===== src/rtl/pulse_train_generator_if.sv =====
// rtl/pulse_train_generator_if.sv - request/waveform bundle for the pulse train generator
interface pulse_train_generator_if #(
    parameter int CNT_W = 8,
    parameter int NUM_W = 8
);
    logic             start;
    logic [CNT_W-1:0] high_len;
    logic [CNT_W-1:0] low_len;
    logic [NUM_W-1:0] num_pulses;
    logic             dout;
    logic             edge_out;
    logic             busy;
    logic             done;

    modport master (
        output start, high_len, low_len, num_pulses,
        input  dout, edge_out, busy, done
    );

    modport slave (
        input  start, high_len, low_len, num_pulses,
        output dout, edge_out, busy, done
    );
endinterface


===== src/rtl/pulse_train_generator.sv =====
// rtl/pulse_train_generator.sv - registered programmable pulse train with edge and done markers
module pulse_train_generator #(
    parameter int CNT_W = 8,
    parameter int NUM_W = 8
) (
    input  logic                    clk,
    input  logic                    rst,
    pulse_train_generator_if.slave  bus
);
    typedef enum logic [1:0] {IDLE, HIGH, LOW} state_t;

    state_t           state, state_n;
    logic [CNT_W-1:0] cnt, cnt_n;
    logic [NUM_W-1:0] pulses, pulses_n;
    logic [CNT_W-1:0] h_lat, h_lat_n;
    logic [CNT_W-1:0] l_lat, l_lat_n;
    logic             dout_q, dout_n;
    logic             edge_q, edge_n;
    logic             busy_q, busy_n;
    logic             done_q, done_n;
    logic [CNT_W-1:0] h_in, l_in;

    assign h_in = (bus.high_len == '0) ? CNT_W'(1) : bus.high_len;
    assign l_in = (bus.low_len  == '0) ? CNT_W'(1) : bus.low_len;

    always_ff @(posedge clk) begin
        if (rst) begin
            state  <= IDLE;
            cnt    <= '0;
            pulses <= '0;
            h_lat  <= '0;
            l_lat  <= '0;
            dout_q <= 1'b0;
            edge_q <= 1'b0;
            busy_q <= 1'b0;
            done_q <= 1'b0;
        end else begin
            state  <= state_n;
            cnt    <= cnt_n;
            pulses <= pulses_n;
            h_lat  <= h_lat_n;
            l_lat  <= l_lat_n;
            dout_q <= dout_n;
            edge_q <= edge_n;
            busy_q <= busy_n;
            done_q <= done_n;
        end
    end

    // cnt holds the cycles left in the current phase after this one; pulses holds pulses left after this one
    always_comb begin
        state_n  = state;
        cnt_n    = cnt;
        pulses_n = pulses;
        h_lat_n  = h_lat;
        l_lat_n  = l_lat;
        dout_n   = 1'b0;
        edge_n   = 1'b0;
        busy_n   = 1'b0;
        done_n   = 1'b0;
        case (state)
            IDLE: begin
                if (bus.start) begin
                    if (bus.num_pulses != '0) begin
                        state_n  = HIGH;
                        h_lat_n  = h_in;
                        l_lat_n  = l_in;
                        cnt_n    = h_in - CNT_W'(1);
                        pulses_n = bus.num_pulses - NUM_W'(1);
                        dout_n   = 1'b1;
                        edge_n   = 1'b1;
                        busy_n   = 1'b1;
                    end else begin
                        done_n = 1'b1;
                    end
                end
            end
            HIGH: begin
                busy_n = 1'b1;
                if (cnt == '0) begin
                    state_n = LOW;
                    cnt_n   = l_lat - CNT_W'(1);
                end else begin
                    cnt_n  = cnt - CNT_W'(1);
                    dout_n = 1'b1;
                end
            end
            LOW: begin
                if (cnt != '0) begin
                    cnt_n  = cnt - CNT_W'(1);
                    busy_n = 1'b1;
                end else if (pulses != '0) begin
                    state_n  = HIGH;
                    cnt_n    = h_lat - CNT_W'(1);
                    pulses_n = pulses - NUM_W'(1);
                    dout_n   = 1'b1;
                    edge_n   = 1'b1;
                    busy_n   = 1'b1;
                end else begin
                    state_n = IDLE;
                    done_n  = 1'b1;
                end
            end
            default: state_n = IDLE;
        endcase
    end

    assign bus.dout     = dout_q;
    assign bus.edge_out = edge_q;
    assign bus.busy     = busy_q;
    assign bus.done     = done_q;
endmodule


===== src/flat_wrapper.sv =====
// flat-port wrapper written by rule: the top's interface ports become plain ports
module pulse_train_generator_flat 
#(
    parameter int CNT_W = 8,
    parameter int NUM_W = 8
)
  (clk, rst, bus_start, bus_high_len, bus_low_len, bus_num_pulses, bus_dout, bus_edge_out, bus_busy, bus_done);
  pulse_train_generator_if #(.CNT_W(CNT_W), .NUM_W(NUM_W)) bus_i ();
  input  logic clk;
  input  logic rst;
  input wire logic [$bits(bus_i.start)-1:0] bus_start;
  input wire logic [$bits(bus_i.high_len)-1:0] bus_high_len;
  input wire logic [$bits(bus_i.low_len)-1:0] bus_low_len;
  input wire logic [$bits(bus_i.num_pulses)-1:0] bus_num_pulses;
  output wire logic [$bits(bus_i.dout)-1:0] bus_dout;
  output wire logic [$bits(bus_i.edge_out)-1:0] bus_edge_out;
  output wire logic [$bits(bus_i.busy)-1:0] bus_busy;
  output wire logic [$bits(bus_i.done)-1:0] bus_done;
  assign bus_i.start = bus_start;
  assign bus_i.high_len = bus_high_len;
  assign bus_i.low_len = bus_low_len;
  assign bus_i.num_pulses = bus_num_pulses;
  assign bus_dout = bus_i.dout;
  assign bus_edge_out = bus_i.edge_out;
  assign bus_busy = bus_i.busy;
  assign bus_done = bus_i.done;
  pulse_train_generator #(.CNT_W(CNT_W), .NUM_W(NUM_W)) u_core (.clk(clk), .rst(rst), .bus(bus_i));
endmodule

===== config.mk =====
export PLATFORM = sky130hd
export DESIGN_NAME = pulse_train_generator_flat
export DESIGN_NICKNAME = d
export VERILOG_FILES = /design/src/rtl/pulse_train_generator_if.sv /design/src/rtl/pulse_train_generator.sv /design/src/flat_wrapper.sv
export SDC_FILE = /design/constraint.sdc
export NUM_CORES = 1
export LEC_CHECK = 0
export BUFFER_PORTS_ARGS = -buffer_cell sky130_fd_sc_hd__buf_4
export CAP_MARGIN = 20
export CORE_ASPECT_RATIO = 1.1
export CORE_MARGIN = 2
export CORE_UTILIZATION = 45
export CTS_CLUSTER_SIZE = 30
export DETAILED_ROUTE_END_ITERATION = 16
export SYNTH_ARGS = -nofsm -noshare
export SYNTH_HDL_FRONTEND = slang
export SYNTH_SLANG_ARGS = --single-unit

===== constraint.sdc =====
create_clock -name clk -period 3.3 [get_ports clk]
set_input_delay 0.33 -clock clk [delete_from_list [all_inputs] [get_ports clk]]
set_output_delay 0.33 -clock clk [all_outputs]
set_load 0.1 [all_outputs]

After elaboration in Yosys (flattened, before gate mapping). Cells that the tools add are included.

Input bits: 27. Output and inout port bits: 4. Register bits after elaboration: 38. Logic and storage cells: 69.

$add $sub $neg: 6. Mux-type cells: 33. Equal/unequal tests: 8. Reduce and logical (&&, ||, !) cells: 13.

Operators by type and width (count): $mux W8 (11); $sub A8 B1 Y8 const B (6); $logic_not A8 Y1 (3); $pmux W8 S3 (1); $reduce_bool A8 Y1 (3); $pmux W8 S2 (1); $mux W1 (11); $mux W2 (4); $reduce_and A4 Y1 (2); $ne A2 B1 Y1 const B (3); $pmux W1 S3 (2); $pmux W2 S3 (1); $reduce_and A5 Y1 (1); $ne A2 B2 Y1 const B (2); $pmux W1 S2 (2); $ne A3 B1 Y1 const B (1); $reduce_and A3 Y1 (1); $reduce_bool A3 Y1 (1); $eq A2 B1 Y1 const B (1); $eq A2 B2 Y1 const B (1); $logic_not A2 Y1 (1); $reduce_bool A2 Y1 (1).

Logic depth before layout (Yosys ltp). Gate-level depths: netlist of the first run.

Word-level depth: 6. Depth in mapped cells: 10. Mapped depth without buffers: 8.

Worst setup path after synthesis of the first run. Ideal clock, no wire load.

Path kind: reg-to-reg. From: register u_core.state[0]. To: register u_core.pulses[6]. Setup slack: 0.862 ns. Path buffers: 2. Arrival time: 2.306 ns. Cell stages (with the launch flop): 11. Clock period less this slack: 2.438 ns. Setup time: 0.133 ns. Cell sequence: dfxtp_1 > inv_1 > ha_1 > buf_2 > clkbuf_1 > mux2i_1 > ha_1 > o221ai_1 > mux2_2 > a32oi_1 > a31oi_1.

Longest elaborated chain between the ends: 3.

RTL lines: from (decl) (line pulse_train_generator.sv:12) `state_t state, state_n;`; from (signal assigned) (line pulse_train_generator.sv:38) `state <= state_n;`; $eq A2 B2 Y1 / $logic_not A2 Y1 (equally long branches) (line pulse_train_generator.sv:61) `case (state)`; $ne A2 B2 Y1 (no line) (tied with other cells); $reduce_and A5 Y1 (no line); to (signal assigned) (line pulse_train_generator.sv:40) `pulses <= pulses_n;`; to (decl) (line pulse_train_generator.sv:14) `logic [NUM_W-1:0] pulses, pulses_n;`.

Several ways; a longest one is shown, not always the timed one. A chain may end at the register's enable or synchronous reset.

Worst setup path in the final report of the first run.
From: register u_core.state[0]. To: register u_core.pulses[3].

Same word-level chain as after synthesis.

==> run metrics, run 1 <==
max-slew headroom at the worst pin=0.570; antenna violations before repair=0; floorplan die area=6650 um^2; via count of the first global-routing pass=2487; flop and latch count out of synthesis=38; clk buf depth=2; number of resized instances in the post-cts repair step=0; CP max-delay cell=sky130_fd_sc_hd__a22oi_1; largest area contributor in the synthesized netlist=sky130_fd_sc_hd__dfxtp_1; I/O pin count=31; DRC violations left=0; crit-path leading delay family=compound AO/OA/AOI/OAI gates; commonest cells after routing, fill and taps aside=46 x sky130_fd_sc_hd__nand2_1, 38 x sky130_fd_sc_hd__dfxtp_1, 34 x sky130_fd_sc_hd__buf_4, 30 x sky130_fd_sc_hd__a21oi_1, 24 x sky130_fd_sc_hd__nor2_1; minimum period implied by the final worst setup slack=2.44 ns; actual transition at the worst max-transition pin=0.645 ns; width of the die=78.0 um; number of buffers inserted for hold repair after clock tree synthesis=0; count of endpoints failing setup in the final report=0; critical path, cell by cell=inv_1 > ha_1 > inv_1 > nand2_1 > a22oi_1 > mux2i_1 > a31oi_1; Worst EP arrival=2.61 ns; post-layout instance area=3100 um^2; Worst Setup Path Type=reg -> reg; H-tree depth=2; uppermost routed layer=met4; Post-Synthesis Cell Area=2710 um^2; max-slew violations=0; global routing usage summed across all routing layers=0.222; quantity of I/O buffers inserted on ports=30; slack of the critical path=0.856 ns; Syn-to-layout area delta=14.4%; routed wire length=6950 um; remaining antenna violation count=0; synthesized area per cell=7.74 um^2; detail-routed net length per standard cell=15.5 um; Max Fclk=0.409 GHz; half-perimeter wire length of the detailed placement result=5160 um; share of synthesized flip-flops with an asynchronous set or reset=0; number of warnings issued by yosys=0; critical path peak fanout=16; post-CTS clock slew at the launch and capture registers of the worst setup and hold paths=0.08 ns; fraction of final layout cells with drive strength greater than 1=0.149; vias=2660; share of the cycle needed by the critical path after routing=0.741; Std-Cell Core Area=5810 um^2; data required time at the worst endpoint=3.46 ns; total placed instance area=2960 um^2; Max IR drop VDD=0.260 mV; num rows=29; WL met3=310 um; crit-path most repeated cell=sky130_fd_sc_hd__inv_1; clock tree sinks=38; Final Hold Vio Count=0; CTS root buffer=sky130_fd_sc_hd__clkbuf_8; slowest stage delay, CP=0.53 ns; critical path capture point type=register; fraction of post-synthesis cell area in the top cell type by area=0.281; Max Clock Skew=0.00508 ns; number of post-CTS setup repair buffers=0; maximum number of pins on one net before global-route repair=35; part of the Yosys area used for sequential elements=0.281; buffers and inverters on the worst path=2; Final Hold Slack=0.289 ns; Routed met2 length=3380 um; number of buffers created by CTS=5; first-iteration detailed-routing DRC count=129; leading register cell type out of synthesis=sky130_fd_sc_hd__dfxtp_1; worst slack, placed=0.898 ns; Unique masters post-synth=63; post-synthesis instance total=350; TritonCTS clock tree=built; unrepaired setup endpoints after global routing=no; vias per std cell=5.95; Initial Utilization=0.466; Power Total=1.98 mW; Mapped Nets=388; Critical Path Source Type=register; placer's final routability congestion estimate=0.858; pwr dens=640 nW/um^2; Metal-1 WL=3160 um; global-route wire length before repair=12000 um; count of nets after finishing=407; First-pass DRT Iterations=4; Setup TNS=0 ns; latest clock arrival within the worst-skew pair=0.29 ns; main area contributors after synthesis=sky130_fd_sc_hd__dfxtp_1 28%, sky130_fd_sc_hd__nand2_1 6.4%, sky130_fd_sc_hd__a21oi_1 5.5%; grt total ovfl=0; result of the run=finished clean; Die Y=85.4 um; number of enable-type register cells in the synthesized netlist=0; most frequent standard cell in the layout excluding fill and tap cells=sky130_fd_sc_hd__nand2_1; Leak=1.19 nW; Max Cap Violations=0; class of the tightest hold or removal check=in -> reg; count of antenna diodes in the layout=0
## logic make-up (layout without fill, tap and decap cells)
logic type                 after synthesis  count (layout)  synth area share
adders and majority gates               11              11            0.0508
AOI/OAI and AO/OA                      116             116             0.299
and+or+nand+nor                        127             127             0.241
buffers and inverters                   39              59            0.0619
xor gates and xnor gates                12              12            0.0388
DFF                                     38              38             0.281
muxes                                    7               7            0.0268
## power breakdown
group	total (mW)	leakage, nW	switching, mW	internal [mW]
combinational	0.844	0.804	0.514	0.330
clock	0.498	0.0714	0.175	0.323
sequential	0.642	0.313	0.103	0.539
## synth_stat cells (4+ instances only)
library cell / instances
sky130_fd_sc_hd__clkbuf_1: 14
sky130_fd_sc_hd__a21oi_1: 30
sky130_fd_sc_hd__a211oi_1: 5
sky130_fd_sc_hd__or3_1: 5
sky130_fd_sc_hd__xor2_1: 7
sky130_fd_sc_hd__o21ai_0: 19
sky130_fd_sc_hd__xnor2_1: 5
sky130_fd_sc_hd__mux2i_1: 5
sky130_fd_sc_hd__dfxtp_1: 38
sky130_fd_sc_hd__nand3_1: 6
sky130_fd_sc_hd__nand2_1: 46
sky130_fd_sc_hd__o31a_1: 5
sky130_fd_sc_hd__a31oi_1: 11
sky130_fd_sc_hd__nor3b_1: 4
sky130_fd_sc_hd__inv_1: 17
sky130_fd_sc_hd__nor2_1: 24
sky130_fd_sc_hd__ha_1: 11
sky130_fd_sc_hd__or4_1: 8
sky130_fd_sc_hd__buf_2: 5
sky130_fd_sc_hd__nor4_1: 5
sky130_fd_sc_hd__nor3_1: 13
## final timing paths
path / end / slack [ns] / startpoint / depth (start not counted)
max reg2reg: u_core.pulses[3] / 0.86 / u_core.state[0] / 7
min: u_core.l_lat[5] / 0.29 / bus_low_len[5] / 3
min reg2reg: u_core.h_lat[7] / 0.47 / u_core.h_lat[7] / 2
max: u_core.pulses[3] / 0.86 / u_core.state[0] / 7
## sequential cells by signal (all words and copies together), names as in the netlist
register and count:
u_core.h_lat 8, u_core.state 2, u_core.bus.done 1, u_core.bus.dout 1, u_core.pulses 8, u_core.cnt 8
u_core.bus.busy 1, u_core.bus.edge_out 1, u_core.l_lat 8
## metal layers
metal,up-vias,GRT usage
met5,-,0
met3,8,0.0340
li1,1340,-
met4,0,0.0574
met2,65,0.386
met1,1247,0.287
## stage by stage
stage | util | std cells
CTS | 0.534 | 447
global route | 0.534 | 447
global placement | 0.509 | 439
detailed placement | 0.509 | 439
finish | 0.534 | 447
floorplan | - | 350
## layout make-up
| type | instances | area, um^2 |
|---|---|---|
| inverters | 17 | 63.8 |
| fillers | 590 | 2710 |
| flip-flops and latches | 38 | 761 |
| clock buffers | 6 | 82.6 |
| multi-input cells | 273 | 1780 |
| well taps | 77 | 96.3 |
| clock inverters | 2 | 60.1 |
| repair buffers | 34 | 255 |
## tightest hold or removal path, stage by stage
cell,delay (ns)
sky130_fd_sc_hd__buf_4,0.11
sky130_fd_sc_hd__nand2_1,0.05
sky130_fd_sc_hd__a21oi_1,0.05
Power figures use the tool's default switching activity.
==> inputs of run 2 (changes only) <==
--- a/config.mk
+++ b/config.mk
@@ -5,6 +5,7 @@
 export SDC_FILE = /design/constraint.sdc
 export NUM_CORES = 1
 export LEC_CHECK = 0
+export ABC_AREA = 1
 export BUFFER_PORTS_ARGS = -buffer_cell sky130_fd_sc_hd__buf_4
 export CAP_MARGIN = 20
 export CORE_ASPECT_RATIO = 1.1
@@ -12,6 +13,7 @@
 export CORE_UTILIZATION = 45
 export CTS_CLUSTER_SIZE = 30
 export DETAILED_ROUTE_END_ITERATION = 16
+export PLACE_DENSITY = 0.67
 export SYNTH_ARGS = -nofsm -noshare
 export SYNTH_HDL_FRONTEND = slang
 export SYNTH_SLANG_ARGS = --single-unit
==> constraint.sdc (replaced) <==
create_clock -name clk -period 2.1 [get_ports clk]
set_input_delay 0.21 -clock clk [delete_from_list [all_inputs] [get_ports clk]]
set_output_delay 0.21 -clock clk [all_outputs]
set_load 0.1 [all_outputs]
==> run 2 against run 1 <==
Net effect: clock power rose by 23%; power rose by 130%; via count rose by 3.3%; utilization rose by 0.66 points; first-iteration DRC count rose by 34%; design area rose by 0.61%; critical endpoint is now u_core.pulses[7]; highest routed layer unchanged.
==> run metrics, run 2 <==
First-pass DRT Iterations=4; Max IR drop VDD=0.980 mV; via count of the first global-routing pass=2577; Unique masters post-synth=33; num rows=29; critical path peak fanout=8; number of buffers created by CTS=5; number of post-CTS setup repair buffers=0; number of fillers in the final layout=570; main area contributors after synthesis=sky130_fd_sc_hd__dfxtp_1 28%, sky130_fd_sc_hd__nand2_1 10%, sky130_fd_sc_hd__nand3_1 8.7%; result of the run=finished clean; first-iteration detailed-routing DRC count=173; latest clock arrival within the worst-skew pair=0.29 ns; leading register cell type out of synthesis=sky130_fd_sc_hd__dfxtp_1; actual transition at the worst max-transition pin=0.457 ns; synth cell count leaders=72 x sky130_fd_sc_hd__nand2_1, 50 x sky130_fd_sc_hd__nor2_1, 49 x sky130_fd_sc_hd__inv_1, 47 x sky130_fd_sc_hd__nand3_1, 40 x sky130_fd_sc_hd__a21oi_1; count of endpoints failing setup in the final report=0; final cell count without fillers=526; routed wire length=6770 um; Critical Path Source Type=register; global-route wire length before repair=11800 um; count of antenna diodes in the layout=0; DRC violations left=0; share of synthesized flip-flops with an asynchronous set or reset=0; post-synthesis instance total=415; data required time at the worst endpoint=2.29 ns; fraction of final layout cells with drive strength greater than 1=0.163; quantity of I/O buffers inserted on ports=30; grt total ovfl=0; Mapped Nets=453; Syn-to-layout area delta=15.4%; buffers and inverters on the worst path=2; Leak=1.41 nW; vias=2749; count of nets after finishing=486; clk buf depth=2; Setup TNS=0 ns; clock tree sinks=38; part of the Yosys area used for sequential elements=0.282; flop and latch count out of synthesis=38; fraction of post-synthesis cell area in the top cell type by area=0.282; Max Clock Skew=0.00598 ns; Worst Setup Path Type=reg -> reg; slack of the critical path=0.192 ns; placer's final routability congestion estimate=0.960; synthesized area per cell=6.51 um^2; detail-routed net length per standard cell=12.9 um; global routing usage summed across all routing layers=0.219; CTS root buffer=sky130_fd_sc_hd__clkbuf_8; Final Hold Slack=0.163 ns; pwr dens=1440 nW/um^2; Initial Utilization=0.468; Max Cap Violations=0; commonest cells after routing, fill and taps aside=72 x sky130_fd_sc_hd__nand2_1, 50 x sky130_fd_sc_hd__nor2_1, 49 x sky130_fd_sc_hd__inv_1, 47 x sky130_fd_sc_hd__nand3_1, 40 x sky130_fd_sc_hd__a21oi_1; Post-Synthesis Cell Area=2700 um^2; Std-Cell Core Area=5770 um^2; cell with the most instances after synthesis=sky130_fd_sc_hd__nand2_1; minimum period implied by the final worst setup slack=1.91 ns; crit-path leading delay family=simple AND/OR/NAND/NOR gates; floorplan die area=6640 um^2; TritonCTS clock tree=built; antenna violations before repair=0; I/O pin count=31; maximum number of pins on one net before global-route repair=26; Power Total=4.48 mW; remaining antenna violation count=0; class of the tightest hold or removal check=in -> reg; Final Hold Vio Count=0; Worst EP arrival=2.10 ns; unrepaired setup endpoints after global routing=no; most frequent standard cell in the layout excluding fill and tap cells=sky130_fd_sc_hd__nand2_1; vias per std cell=5.23; slowest stage delay, CP=0.36 ns; critical path, cell by cell=inv_1 > ha_2 > buf_4 > or2_2 > o21ai_2 > nand2_1 > nor2_2 > nand2_1 > xor2_1 > nor2_1 > nor2_1; share of the cycle needed by the critical path after routing=0.908; DP Cell Count=518; half-perimeter wire length of the detailed placement result=5260 um; number of warnings issued by yosys=0; H-tree depth=2; max-slew headroom at the worst pin=0.693; max-slew violations=0; worst slack, placed=0.0949 ns; largest area contributor in the synthesized netlist=sky130_fd_sc_hd__dfxtp_1; critical path capture point type=register; Max Fclk=0.524 GHz; number of enable-type register cells in the synthesized netlist=0; Die Y=85.2 um; width of the die=77.9 um; CP max-delay cell=sky130_fd_sc_hd__dfxtp_2; post-CTS clock slew at the launch and capture registers of the worst setup and hold paths=0.07 ns
-- run 2: changes by cell type after synthesis, sizes merged, moves of 10 or more --
cell,before,now
inv,17,53
nor2,24,56
nor3,14,3
o21ai,20,45
nand2,46,77
nand3,6,50
a21oi,30,40
-- run 2: worst register-to-register path, delay by kind of cell, from the launching register on --
kind            cells  cell delay [ns]
xor+xnor            1             0.14
flops               1             0.36
fa+ha+maj           1             0.22
simple gates        6             0.77
compound gates      1             0.08
buf+inv             2             0.25
-- run 2: cell families after synthesis --
| kind of cell | synth area share |
|---|---|
| AO/OA/AOI/OAI | 0.185 |
| XOR/XNOR | 0.0292 |
| adder cells (fa/ha/maj) | 0.0510 |
| buffers and inverters | 0.0996 |
| flip-flops | 0.282 |
| AND/OR/NAND/NOR | 0.354 |
-- run 2: what timing repair did --
action	4_1_cts	5_1_grt
gates resized for setup	0	2
hold buffers	0	0
setup endpoints to repair	0	4
-- run 2: area by class of cell --
| cell class | count | area [um^2] | area share |
|---|---|---|---|
| clock buffer | 7 | 76.3 | 0.0245 |
| timing repair buffer | 37 | 278 | 0.0891 |
| multi-input combinational | 313 | 1670 | 0.537 |
| clock inverter | 1 | 30.0 | 0.00963 |
| tap | 77 | 96.3 | 0.0309 |
| inverter | 53 | 201 | 0.0646 |
| sequential | 38 | 762 | 0.244 |
-- run 2: power breakdown --
part / switching [mW] / internal (mW) / leakage (nW) / total (mW)
logic: 1.72 / 0.924 / 1.04 / 2.65
clock network: 0.258 / 0.356 / 0.0524 / 0.613
registers: 0.245 / 0.979 / 0.315 / 1.22
total: 2.23 / 2.26 / 1.41 / 4.48
-- run 2: worst paths after layout --
check | from | endpoint | slack, ns | cells past startpoint
setup / recovery | u_core.state[0] | u_core.pulses[7] | 0.19 | 11
hold / removal | bus_low_len[6] | u_core.l_lat[6] | 0.16 | 3
setup reg to reg | u_core.state[0] | u_core.pulses[7] | 0.19 | 11
hold reg to reg | u_core.h_lat[7] | u_core.h_lat[7] | 0.48 | 2
-- run 2: layer usage --
metal	track usage	vias up	wire length [um]
met1	0.280	1250	3110
met4	0.0552	0	61
met3	0.0404	6	239
met2	0.379	50	3360
li1	-	1443	-
met5	0	-	0
-- run 2: metrics by stage --
stage / utilization / cell area (um^2)
final: 0.540 / 3120
after global routing: 0.540 / 3120
after CTS: 0.540 / 3110
after detailed placement: 0.521 / 3010
after global placement: 0.521 / 3010
after floorplan: - / 2700
